**config.mk**
```make
export PLATFORM = sky130hd
export DESIGN_NAME = psa_accumulator
export DESIGN_NICKNAME = d
export VERILOG_FILES = /design/src/rtl/psa_accumulator.sv
export SDC_FILE = /design/constraint.sdc
export NUM_CORES = 1
export LEC_CHECK = 0
export ABC_AREA = 1
export BUFFER_PORTS_ARGS = -buffer_cell sky130_fd_sc_hd__buf_2
export CAP_MARGIN = 15
export CORE_UTILIZATION = 58
export DETAILED_ROUTE_END_ITERATION = 8
export GPL_TIMING_DRIVEN = 0
export PLACE_DENSITY = 0.82
export SYNTH_ARGS = -nofsm -noshare
export SYNTH_HDL_FRONTEND = slang
export SYNTH_SLANG_ARGS = --single-unit
```
**constraint.sdc**
```tcl
create_clock -name clk -period 3.4 [get_ports clk]
set_clock_uncertainty 0.15 [all_clocks]
set_input_delay 0.34 -clock clk [delete_from_list [all_inputs] [get_ports clk]]
set_output_delay 0.34 -clock clk [all_outputs]
set_load 0.01 [all_outputs]
```
**src/rtl/psa_accumulator.sv**
```systemverilog
// rtl/psa_accumulator.sv - streaming per-lane signed saturating nibble accumulator
module psa_accumulator #(
    parameter int LEN_W = 4
) (
    input  logic             clk,
    input  logic             rst_n,
    input  logic             start,
    input  logic [LEN_W-1:0] len,
    input  logic             in_valid,
    input  logic [15:0]      in_data,
    output logic             in_ready,
    output logic             out_valid,
    input  logic             out_ready,
    output logic [15:0]      result,
    output logic [3:0]       sat_flags,
    output logic             busy
);

    typedef enum logic [1:0] {
        IDLE  = 2'd0,
        ACCUM = 2'd1,
        DONE  = 2'd2
    } state_t;

    state_t           state;
    state_t           state_next;
    logic [LEN_W-1:0] remaining;
    logic [15:0]      acc;
    logic [3:0]       flags;
    logic [15:0]      sum_next;
    logic [3:0]       sat_next;
    logic             beat;

    // Returns {overflow, value} for a 4-bit signed saturating add.
    function automatic logic [4:0] sat4(input logic [3:0] a, input logic [3:0] b);
        logic [3:0] raw;
        raw = a + b;
        if (!a[3] && !b[3] && raw[3]) begin
            sat4 = {1'b1, 4'b0111};
        end else if (a[3] && b[3] && !raw[3]) begin
            sat4 = {1'b1, 4'b1000};
        end else begin
            sat4 = {1'b0, raw};
        end
    endfunction

    // Candidate next accumulator: four independent lanes, no carry between them.
    always_comb begin
        sum_next = '0;
        sat_next = '0;
        for (int i = 0; i < 4; i++) begin
            {sat_next[i], sum_next[4*i +: 4]} = sat4(acc[4*i +: 4], in_data[4*i +: 4]);
        end
    end

    // State register.
    always_ff @(posedge clk) begin
        if (!rst_n) begin
            state <= IDLE;
        end else begin
            state <= state_next;
        end
    end

    // Next-state and handshake outputs decoded from the current state.
    always_comb begin
        state_next = state;
        in_ready   = 1'b0;
        out_valid  = 1'b0;
        busy       = 1'b0;
        case (state)
            IDLE: begin
                if (start) begin
                    state_next = (len == '0) ? DONE : ACCUM;
                end
            end
            ACCUM: begin
                in_ready = 1'b1;
                busy     = 1'b1;
                if (in_valid && remaining == LEN_W'(1)) begin
                    state_next = DONE;
                end
            end
            DONE: begin
                out_valid = 1'b1;
                busy      = 1'b1;
                if (out_ready) begin
                    state_next = IDLE;
                end
            end
            default: state_next = IDLE;
        endcase
    end

    assign beat = in_valid && (state == ACCUM);

    // Accumulator, sticky flags and beat counter; cleared on reset and on an accepted start.
    always_ff @(posedge clk) begin
        if (!rst_n) begin
            acc       <= '0;
            flags     <= '0;
            remaining <= '0;
        end else if (state == IDLE && start) begin
            acc       <= '0;
            flags     <= '0;
            remaining <= len;
        end else if (beat) begin
            acc       <= sum_next;
            flags     <= flags | sat_next;
            remaining <= remaining - LEN_W'(1);
        end
    end

    assign result    = acc;
    assign sat_flags = flags;

endmodule
```
==> reports/qor.yml, run 1 <==
status: "finished clean"
setup_viol: 0
clock_path_buffers: 2
synthTopCellsByArea: "dfxtp_1 (26%), ha_1 (16%), nand2_1 (13%), inv_1 (9.1%), a21oi_1 (6.1%)"
crit_arrival_ns: 1.85
synth_top_cell_by_area: "dfxtp_1"
start_kind: "flop"
remaining_drc_errors: 0
yosysWarnings: 0
critPathKind: "reg2reg"
dieArea_um2: 3642
synth_cell_types: 26
finalCriticalPeriod_ns: 1.732
netlist_instances: 278
track_usage: 0.2163
rsz0062_at_grt: "false"
gp_congestion: 0.8232
clock.fmax_mhz: 577.4
antenna_found_initial: 0
grt_first_pass_wirelength_um: 6078
clock-sinks: 26
leakage_nw: 1.218
fin_nets: 384
stdcell_count: 372
p_per_area_nw_per_um2: 462.4
dp_hpwl_um: 3139
clockRootBuffer: "clkbuf_4"
totalWireLength_um: 3797
synthSimpleGateAreaFrac: 0.3080
h-tree-depth: 1
worstSetupEndpointType: "flop"
min_path_type: "in2reg"
path_cells: "inv_1 -> ha_1 -> nand2_2 -> clkbuf_1 -> nand2_1 -> a21oi_2"
maxSlewHeadroom: 0.6793
synth_top_family_by_area: "simple AND/OR/NAND/NOR gates"
cp_slowest_stage_delay_ns: 0.41
ctsResizeCount: 0
rows: 20
ys_ff_latch: 26
die_h_um: 60.35
tightest_slew_ns: 0.4811
muxShareOfSynthArea: 0
synth_compound_area_frac: 0.09823
ios: 48
hold_viol: 0
die_w_um: 60.35
final_max_slew_viol_count: 0
dp_cells: 369
post-cts-setup-buffers: 0
clk_pin_slew_ns: 0.13
port_buffers: 47
synth_edf_count: 0
cts_tree: "yes"
synthAdderAreaFrac: 0.1990
p_total_w: 0.001058
synthFlopType: "dfxtp_1"
drtIter0Drc: 45
area_growth_pct: 15.84
syn_area_um2: 1974
slowest_stage: "clkbuf_1"
numCtsBuffers: 3
syn_avg_cell_area_um2: 7.102
core_area_um2: 3153
clk_latency_ns: 0.32
critPathMaxFanout: 10
first_pass_iters: 4
ir_drop_v: 0.0002889
async_flop_share: 0
grt_max_degree: 14
start_util: 0.6262
drive_gt1_frac: 0.2134
grt_pass1_vias: 1525
place_area_um2: 2265
routedWlPerCell_um: 10.21
synth_nets: 332
whs_ns: 0.1181
path_buf_inv: 2
ys_seq_area_frac: 0.2636
fin_setup_tns_ns: 0
layout_commonest_cell: "nand2_1"
final_cell_area_um2: 2287
layout_common_cells: "nand2_1 (71), inv_1 (48), buf_2 (47)"
viasPerCell: 4.992
maxCapViolations: 0
postCtsHoldBufs: 0
ant_nets: 0
vias: 1857
synth_xor_area_frac: 0.02218
crit_family: "buffers and inverters"
min_period_over_period: 0.5094
yosys.area.top_type_share: 0.2636
overflow: 0
required_ns: 3.52
antenna_cells: 0
[through the flow]
stage	util	worst slack (ns)
global placement	0.7183	1.670
global route	0.7254	1.532
finish	0.7254	1.668
floorplan	-	1.857
detailed placement	0.7183	1.642
CTS	0.7254	1.664
[flip-flops by register name, indices dropped and copies added, names as in the netlist]
signal and cells:
sat_flags 4, state 2, remaining 4, result 16
[synth_stat cells, types with 4 or more instances]
library cell  number
ha_1              25
nand3_1           20
nor2_1            14
nand3_2           10
a21oi_1           24
dfxtp_1           26
fa_1               4
inv_1             48
xnor2_1            4
o21ai_0            7
nand2_1           71
nand3b_1           4
[metal layers]
layer  global-route usage  part of all wire  routed length (um)
met5                    0                 0                   0
met4              0.06977             0.012                  47
met3              0.01919             0.022                  82
met2               0.3752              0.47                1778
met1               0.2831              0.50                1889
[kinds of logic (layout without fill, tap and decap cells)]
logic type      after synthesis  count (layout)
fa+ha+maj                    29              29
compound gates               36              36
simple gates                128             128
flops                        26              26
buf+inv                      54             104
xor+xnor                      5               5
[worst register-to-register path, delay by kind of cell, from the launching register on]
kind                     cells  cell delay (ns)
flip-flops                   1             0.37
buffers and inverters        2             0.47
AND/OR/NAND/NOR              2             0.30
AO/OA/AOI/OAI                1             0.15
adder cells (fa/ha/maj)      1             0.23
[path summary, 6_finish.rpt]
path                             startpoint                   endpoint  slack [ns]  cells past startpoint
setup / recovery      state[1]$_SDFFE_PN0P_     result[8]$_SDFFE_PP0P_        1.67                      6
hold / removal                        rst_n  remaining[3]$_SDFFE_PN0P_        0.12                      3
setup reg to reg      state[1]$_SDFFE_PN0P_     result[8]$_SDFFE_PP0P_        1.67                      6
hold reg to reg   remaining[1]$_SDFFE_PN0P_  remaining[1]$_SDFFE_PN0P_        0.35                      2
[final cells by class]
type	count	area, um^2
Buffer	3	22.52
Fill cell	298	865.8
Timing Repair Buffer	47	235.2
Inverter	51	192.7
Sequential cell	26	520.5
Clock buffer	3	22.52
Tap cell	44	55.05
Multi-Input combinational cell	198	1239
[power by group]
group	leakage (nW)	switching, W	internal, W
clock	0.0138	0.0000885	0.0000416
combinational	0.993	0.000328	0.000209
sequential	0.211	0.0000375	0.000353
(Power assumes the default switching activity.)
==> run 2, diff against run 1 <==
--- a/config.mk
+++ b/config.mk
@@ -8,10 +8,10 @@
 export ABC_AREA = 1
 export BUFFER_PORTS_ARGS = -buffer_cell sky130_fd_sc_hd__buf_2
 export CAP_MARGIN = 15
-export CORE_UTILIZATION = 58
+export CORE_UTILIZATION = 48
 export DETAILED_ROUTE_END_ITERATION = 8
 export GPL_TIMING_DRIVEN = 0
-export PLACE_DENSITY = 0.82
+export PLACE_DENSITY = 0.72
 export SYNTH_ARGS = -nofsm -noshare
 export SYNTH_HDL_FRONTEND = slang
 export SYNTH_SLANG_ARGS = --single-unit
==> constraint.sdc (replaced) <==
create_clock -name clk -period 1.4 [get_ports clk]
set_clock_uncertainty 0.15 [all_clocks]
set_input_delay 0.14 -clock clk [delete_from_list [all_inputs] [get_ports clk]]
set_output_delay 0.14 -clock clk [all_outputs]
set_load 0.01 [all_outputs]
==> run 2 against run 1 <==
Compared with the run above:
- the flow now finishes with violations (setup timing)
- global-route usage up 1.1 points
- wire length up 40%
- critical path type unchanged
- sequential power rose to 2.5 times the previous value
- largest power group unchanged
- core utilization up 10 points
==> reports/qor.yml, run 2 (synthesis results as in run 1) <==
layout_common_cells: "nand2_1 (54), buf_2 (48), inv_1 (31)"  # was nand2_1 (71), inv_1 (48), buf_2 (47)
min_to: "remaining[0]$_SDFFE_PN0P_"  # was remaining[3]$_SDFFE_PN0P_
grt_pass1_vias: 1882  # was 1525
first_pass_iters: 4  # unchanged
fin_nets: 403  # was 384
r2r-end: "result[11]$_SDFFE_PP0P_"  # was result[8]$_SDFFE_PP0P_
ios: 48  # unchanged
maxCapViolations: 0  # unchanged
track_usage: 0.2272  # was 0.2163
antenna_cells: 0  # unchanged
dp_cells: 373  # was 369
overflow: 0  # unchanged
final_max_slew_viol_count: 0  # unchanged
drive_gt1_frac: 0.5747  # was 0.2134
clock_path_buffers: 2  # unchanged
slowest_stage: "dfxtp_4"  # was clkbuf_1
ir_drop_v: 0.001257  # was 0.0002889 V
viasPerCell: 5.104  # was 4.992
rows: 22  # was 20
cp_slowest_stage_delay_ns: 0.37  # was 0.41 ns
multi_input_area_um2: 1817  # was 1239 um^2
fillers: 254  # was 298
clock.fmax_mhz: 643.0  # was 577.4 MHz
core_area_um2: 3799  # was 3153 um^2
remaining_drc_errors: 0  # unchanged
final_cell_area_um2: 3142  # was 2287 um^2
grt_max_degree: 16  # was 14
dp_hpwl_um: 3278  # was 3139 um
critPathMaxFanout: 4  # was 10
p_total_w: 0.003764  # was 0.001058 W
start_kind: "flop"  # unchanged
layout_commonest_cell: "nand2_1"  # unchanged
die_w_um: 66.14  # was 60.35 um
leakage_nw: 1.416  # was 1.218 nW
reg2regPathDepth: 9  # was 6
antenna_found_initial: 0  # unchanged
gp_congestion: 0.8175  # was 0.8232
clk_latency_ns: 0.27  # was 0.32 ns
numCtsBuffers: 3  # unchanged
p_per_area_nw_per_um2: 1198  # was 462.4 nW/um^2
stdcell_count: 396  # was 372
place_area_um2: 2474  # was 2265 um^2
seq_area_um2: 565.5  # was 520.5 um^2
tightest_slew_ns: 0.2390  # was 0.4811 ns
clockRootBuffer: "clkbuf_8"  # was clkbuf_4
maxSlewHeadroom: 0.8407  # was 0.6793
critPathKind: "reg2reg"  # unchanged
routedWlPerCell_um: 13.41  # was 10.21 um
clk_pin_slew_ns: 0.10  # was 0.13 ns
reg2reg_from: "result[10]$_SDFFE_PP0P_"  # was state[1]$_SDFFE_PN0P_
crit_arrival_ns: 1.62  # was 1.85 ns
worstSetupEndpointType: "flop"  # unchanged
port_buffers: 47  # unchanged
ant_nets: 0  # unchanged
min_period_over_period: 1.111  # was 0.5094
whs_ns: 0.01676  # was 0.1181 ns
h-tree-depth: 1  # unchanged
path_cells: "ha_4 -> nand3_4 -> nand3_4 -> nand2_2 -> nand3_4 -> nand2_2 -> inv_2 -> nand2_2 -> a21oi_2"  # was inv_1 -> ha_1 -> nand2_2 -> clkbuf_1 -> nand2_1 -> a21oi_2
required_ns: 1.46  # was 3.52 ns
die_h_um: 66.14  # was 60.35 um
drtIter0Drc: 58  # was 45
fin_setup_tns_ns: -2.063  # was 0 ns
setup_viol: 20  # was 0
dieArea_um2: 4374  # was 3642 um^2
min_path_type: "in2reg"  # unchanged
grt_first_pass_wirelength_um: 7817  # was 6078 um
rsz0062_at_grt: "true"  # was false
totalWireLength_um: 5311  # was 3797 um
clock-sinks: 26  # unchanged
start_util: 0.5198  # was 0.6262
hp-start: "len[0]"  # was rst_n
hold_viol: 0  # unchanged
area_growth_pct: 59.13  # was 15.84%
hold_depth: 3  # unchanged
vias: 2021  # was 1857
setup_ws_ns: -0.1552  # was 1.668 ns
finalCriticalPeriod_ns: 1.555  # was 1.732 ns
status: "finished with violations"  # was finished clean
largest_reg_flops: 16  # unchanged
regToRegSetupSlack_ns: -0.16  # was 1.67 ns
violations: "setup timing"
cts_tree: "yes"  # unchanged
[run 2: cell types whose count changed in the layout (fill, tap and decap cells not counted), sizes merged]
cell	change
buf	+19
bufinv	+1
clkbuf	-1
dlygate4sd3	+1
[run 2: layout make-up]
type                            instances  share of cell area
Inverter                               51             0.06651
Clock buffer                            3             0.01314
Tap cell                               48             0.01912
Multi-Input combinational cell        198              0.5783
Clock inverter                          1            0.009558
Timing Repair Buffer                   66              0.1235
Buffer                                  3            0.009956
Sequential cell                        26              0.1800
[run 2: critical path: cells and delay by family (launching register included)]
family,cells,cell delay (ns)
AOI/OAI and AO/OA,1,0.12
DFF,1,0.37
adders and majority gates,1,0.31
buffers and inverters,1,0.06
and+or+nand+nor,6,0.47
[run 2: what timing repair did]
| item | 4_1_cts | 5_1_grt |
|---|---|---|
| cloned | 0 | 0 |
| endpoints found under the hold margin | 2 | 0 |
| resized for setup | 36 | 74 |
| pin swaps | 13 | 31 |
| setup endpoints to repair | 25 | 24 |
| hold buffers | 1 | 0 |
| buffers inserted | 11 | 7 |
[run 2: metrics by stage]
step	util	setup WS, ns
floorplan	-	-0.01517
global placement	0.6512	-0.2146
detailed placement	0.6512	-0.2325
CTS	0.7365	-0.1148
global route	0.8271	-0.2319
finish	0.8271	-0.1552
[run 2: how the worst max path moves through the flow]
stage | startpoint | to | slack (ns) | cells after the start
after floorplan | result[4]$_SDFFE_PP0P_ | result[6]$_SDFFE_PP0P_ | -0.02 | 6
after global placement | state[0]$_SDFFE_PN0P_ | result[11]$_SDFFE_PP0P_ | -0.21 | 8
after detailed placement | state[0]$_SDFFE_PN0P_ | result[12]$_SDFFE_PP0P_ | -0.23 | 8
after CTS | result[2]$_SDFFE_PP0P_ | result[3]$_SDFFE_PP0P_ | -0.11 | 8
after global routing | result[10]$_SDFFE_PP0P_ | result[8]$_SDFFE_PP0P_ | -0.23 | 9
final | result[10]$_SDFFE_PP0P_ | result[11]$_SDFFE_PP0P_ | -0.16 | 9
[run 2: where the power goes]
group          switching (W)  internal, W  leakage [nW]
clock network       0.000238     0.000382        0.0357
registers           0.000117     0.000872         0.222
logic                0.00119     0.000968          1.16
[run 2: routing by layer]
metal / vias up / track usage / part of all wire
li1: 1023 / - / -
met1: 954 / 0.2764 / 0.43
met2: 36 / 0.4247 / 0.54
met3: 8 / 0.02759 / 0.024
met4: 0 / 0.04255 / 0.011
met5: - / 0 / 0
==> run 3, diff against run 2 <==
--- a/config.mk
+++ b/config.mk
@@ -7,11 +7,11 @@
 export LEC_CHECK = 0
 export ABC_AREA = 1
 export BUFFER_PORTS_ARGS = -buffer_cell sky130_fd_sc_hd__buf_2
-export CAP_MARGIN = 15
+export CAP_MARGIN = 10
 export CORE_UTILIZATION = 48
 export DETAILED_ROUTE_END_ITERATION = 8
-export GPL_TIMING_DRIVEN = 0
 export PLACE_DENSITY = 0.72
+export SKIP_LAST_GASP = 1
 export SYNTH_ARGS = -nofsm -noshare
 export SYNTH_HDL_FRONTEND = slang
 export SYNTH_SLANG_ARGS = --single-unit
==> run 3 against run 2 <==
Compared with the run above:
- the run ends with hold timing, setup timing left
- critical path depth shrank 1
- flip-flop and latch count is the same
- final cell count grew 2.8%
- clock-buffer cell count is the same
- maximum frequency shrank 1.2%
- critical path type unchanged
- clock power grew 3.4%
- first-iteration DRC count grew 26%
- total power grew 1.0%
- non-clock buffer count grew 11
- design area grew 2.4%
- sequential power shrank 0.5%
- via count grew 3.4%
==> reports/qor.yml, run 3 (synthesis results as in run 1) <==
tightest_slew_ns: 0.3394  # was 0.2390 ns
violations: "hold timing, setup timing"  # was setup timing
worstSetupEndpointType: "flop"  # unchanged
stdcell_count: 407  # was 396
rows: 22  # unchanged
start_kind: "flop"  # unchanged
maxCapViolations: 0  # unchanged
track_usage: 0.2347  # was 0.2272
antenna_found_initial: 0  # unchanged
pre_cts_ws_ns: -0.1267  # was -0.2325 ns
required_ns: 1.46  # about the same
min_path_type: "in2reg"  # unchanged
h-tree-depth: 1  # unchanged
numCtsBuffers: 3  # unchanged
hold_viol: 1  # was 0
drtIter0Drc: 73  # was 58
whs_ns: -0.0001108  # was 0.01676 ns
grt_pass1_vias: 2025  # was 1882
core_area_um2: 3799  # unchanged
final_max_slew_viol_count: 0  # unchanged
routedWlPerCell_um: 13.52  # was 13.41 um
antenna_cells: 0  # unchanged
p_per_area_nw_per_um2: 1182  # was 1198 nW/um^2
remaining_drc_errors: 0  # unchanged
drive_gt1_frac: 0.5627  # was 0.5747
rsz0062_at_grt: "true"  # unchanged
fin_nets: 414  # was 403
fillers: 229  # was 254
multi_input_area_um2: 1803  # was 1817 um^2
port_buffers: 47  # unchanged
layout_commonest_cell: "nand2_1"  # unchanged
dieArea_um2: 4374  # unchanged
setup_ws_ns: -0.1744  # was -0.1552 ns
dp_cells: 396  # was 373
clk_pin_slew_ns: 0.10  # about the same
fin_util: 0.8472  # was 0.8271
viasPerCell: 5.133  # was 5.104
die_h_um: 66.14  # unchanged
ios: 48  # unchanged
leakage_nw: 1.489  # was 1.416 nW
setup_viol: 24  # was 20
start_util: 0.5198  # unchanged
critPathKind: "reg2reg"  # unchanged
crit_arrival_ns: 1.63  # was 1.62 ns
dp_hpwl_um: 3520  # was 3278 um
die_w_um: 66.14  # unchanged
clk_latency_ns: 0.28  # was 0.27 ns
clock_path_buffers: 2  # unchanged
cts_tree: "yes"  # unchanged
ant_nets: 0  # unchanged
grt_max_degree: 17  # was 16
status: "finished with violations"  # unchanged
overflow: 0  # unchanged
largest_reg_flops: 16  # unchanged
clock.fmax_mhz: 635.2  # was 643.0 MHz
clockRootBuffer: "clkbuf_8"  # unchanged
maxSlewHeadroom: 0.7734  # was 0.8407
min_period_over_period: 1.125  # was 1.111
gp_congestion: 0.8540  # was 0.8175
seq_area_um2: 568.0  # was 565.5 um^2
layout_common_cells: "nand2_1 (55), buf_2 (45), inv_1 (37)"  # was nand2_1 (54), buf_2 (48), inv_1 (31)
first_pass_iters: 4  # unchanged
ir_drop_v: 0.001279  # was 0.001257 V
totalWireLength_um: 5501  # was 5311 um
p_total_w: 0.003804  # was 0.003764 W
clock-sinks: 26  # unchanged
area_growth_pct: 62.99  # was 59.13%
vias: 2089  # was 2021
grt_first_pass_wirelength_um: 7983  # was 7817 um
critPathMaxFanout: 4  # unchanged
finalCriticalPeriod_ns: 1.574  # was 1.555 ns
==> run 3: routing by layer <==
| layer | vias up | global-route usage | share of wire |
|---|---|---|---|
| met5 | - | 0 | 0 |
| met4 | 0 | 0.1277 | 0.017 |
| met3 | 11 | 0.02931 | 0.024 |
| met2 | 37 | 0.4362 | 0.54 |
| met1 | 993 | 0.2540 | 0.42 |
| li1 | 1048 | - | - |
==> run 3: cell type report <==
| class | count | share of cell area |
|---|---|---|
| clock buffers | 3 | 0.01283 |
| clock inverters | 1 | 0.009331 |
| inverters | 51 | 0.06104 |
| multi-input cells | 198 | 0.5603 |
| flip-flops and latches | 26 | 0.1765 |
| well taps | 48 | 0.01866 |
| repair buffers | 80 | 0.1614 |
==> run 3: what timing repair did <==
item | in CTS | in global routing
endpoints found under the hold margin | 5 | 0
pin swaps | 13 | 28
resized for setup | 32 | 65
hold buffers | 3 | 0
endpoints found under the setup margin | 28 | 29
setup buffers | 3 | 1
==> run 3: path summary, 6_finish.rpt <==
path                                                 from  slack [ns]  depth (start not counted)                         to
worst max-delay path              result[14]$_SDFFE_PP0P_       -0.17                          8    result[15]$_SDFFE_PP0P_
worst min-delay path                               len[3]     -0.0001                          3  remaining[3]$_SDFFE_PN0P_
worst max register to register    result[14]$_SDFFE_PP0P_       -0.17                          8    result[15]$_SDFFE_PP0P_
worst min register to register  sat_flags[1]$_SDFFE_PP0P_        0.34                          2  sat_flags[1]$_SDFFE_PP0P_
==> run 3: stage by stage <==
step	cell area, um^2	TNS, ns
final	3218	-2.378
after global routing	3218	-4.072
after CTS	2932	-1.745
after detailed placement	2658	-1.908
after global placement	2658	-1.138
after floorplan	2178	-0.1684
==> run 3: worst max-delay path, cell delays in order (launching register included) <==
cell     delay [ns]
dfxtp_4        0.36
ha_4           0.24
a21oi_4        0.18
nand3_2        0.12
nand3_4        0.13
nand2_2        0.06
inv_2          0.06
nand2_1        0.06
a21oi_2        0.14
==> run 3: where the power goes <==
part / total [W] / internal, W / switching, W
logic: 0.00218 / 0.00103 / 0.00115
clock network: 0.000642 / 0.000383 / 0.000259
registers: 0.000984 / 0.000871 / 0.000113
total: 0.00380 / 0.00228 / 0.00152
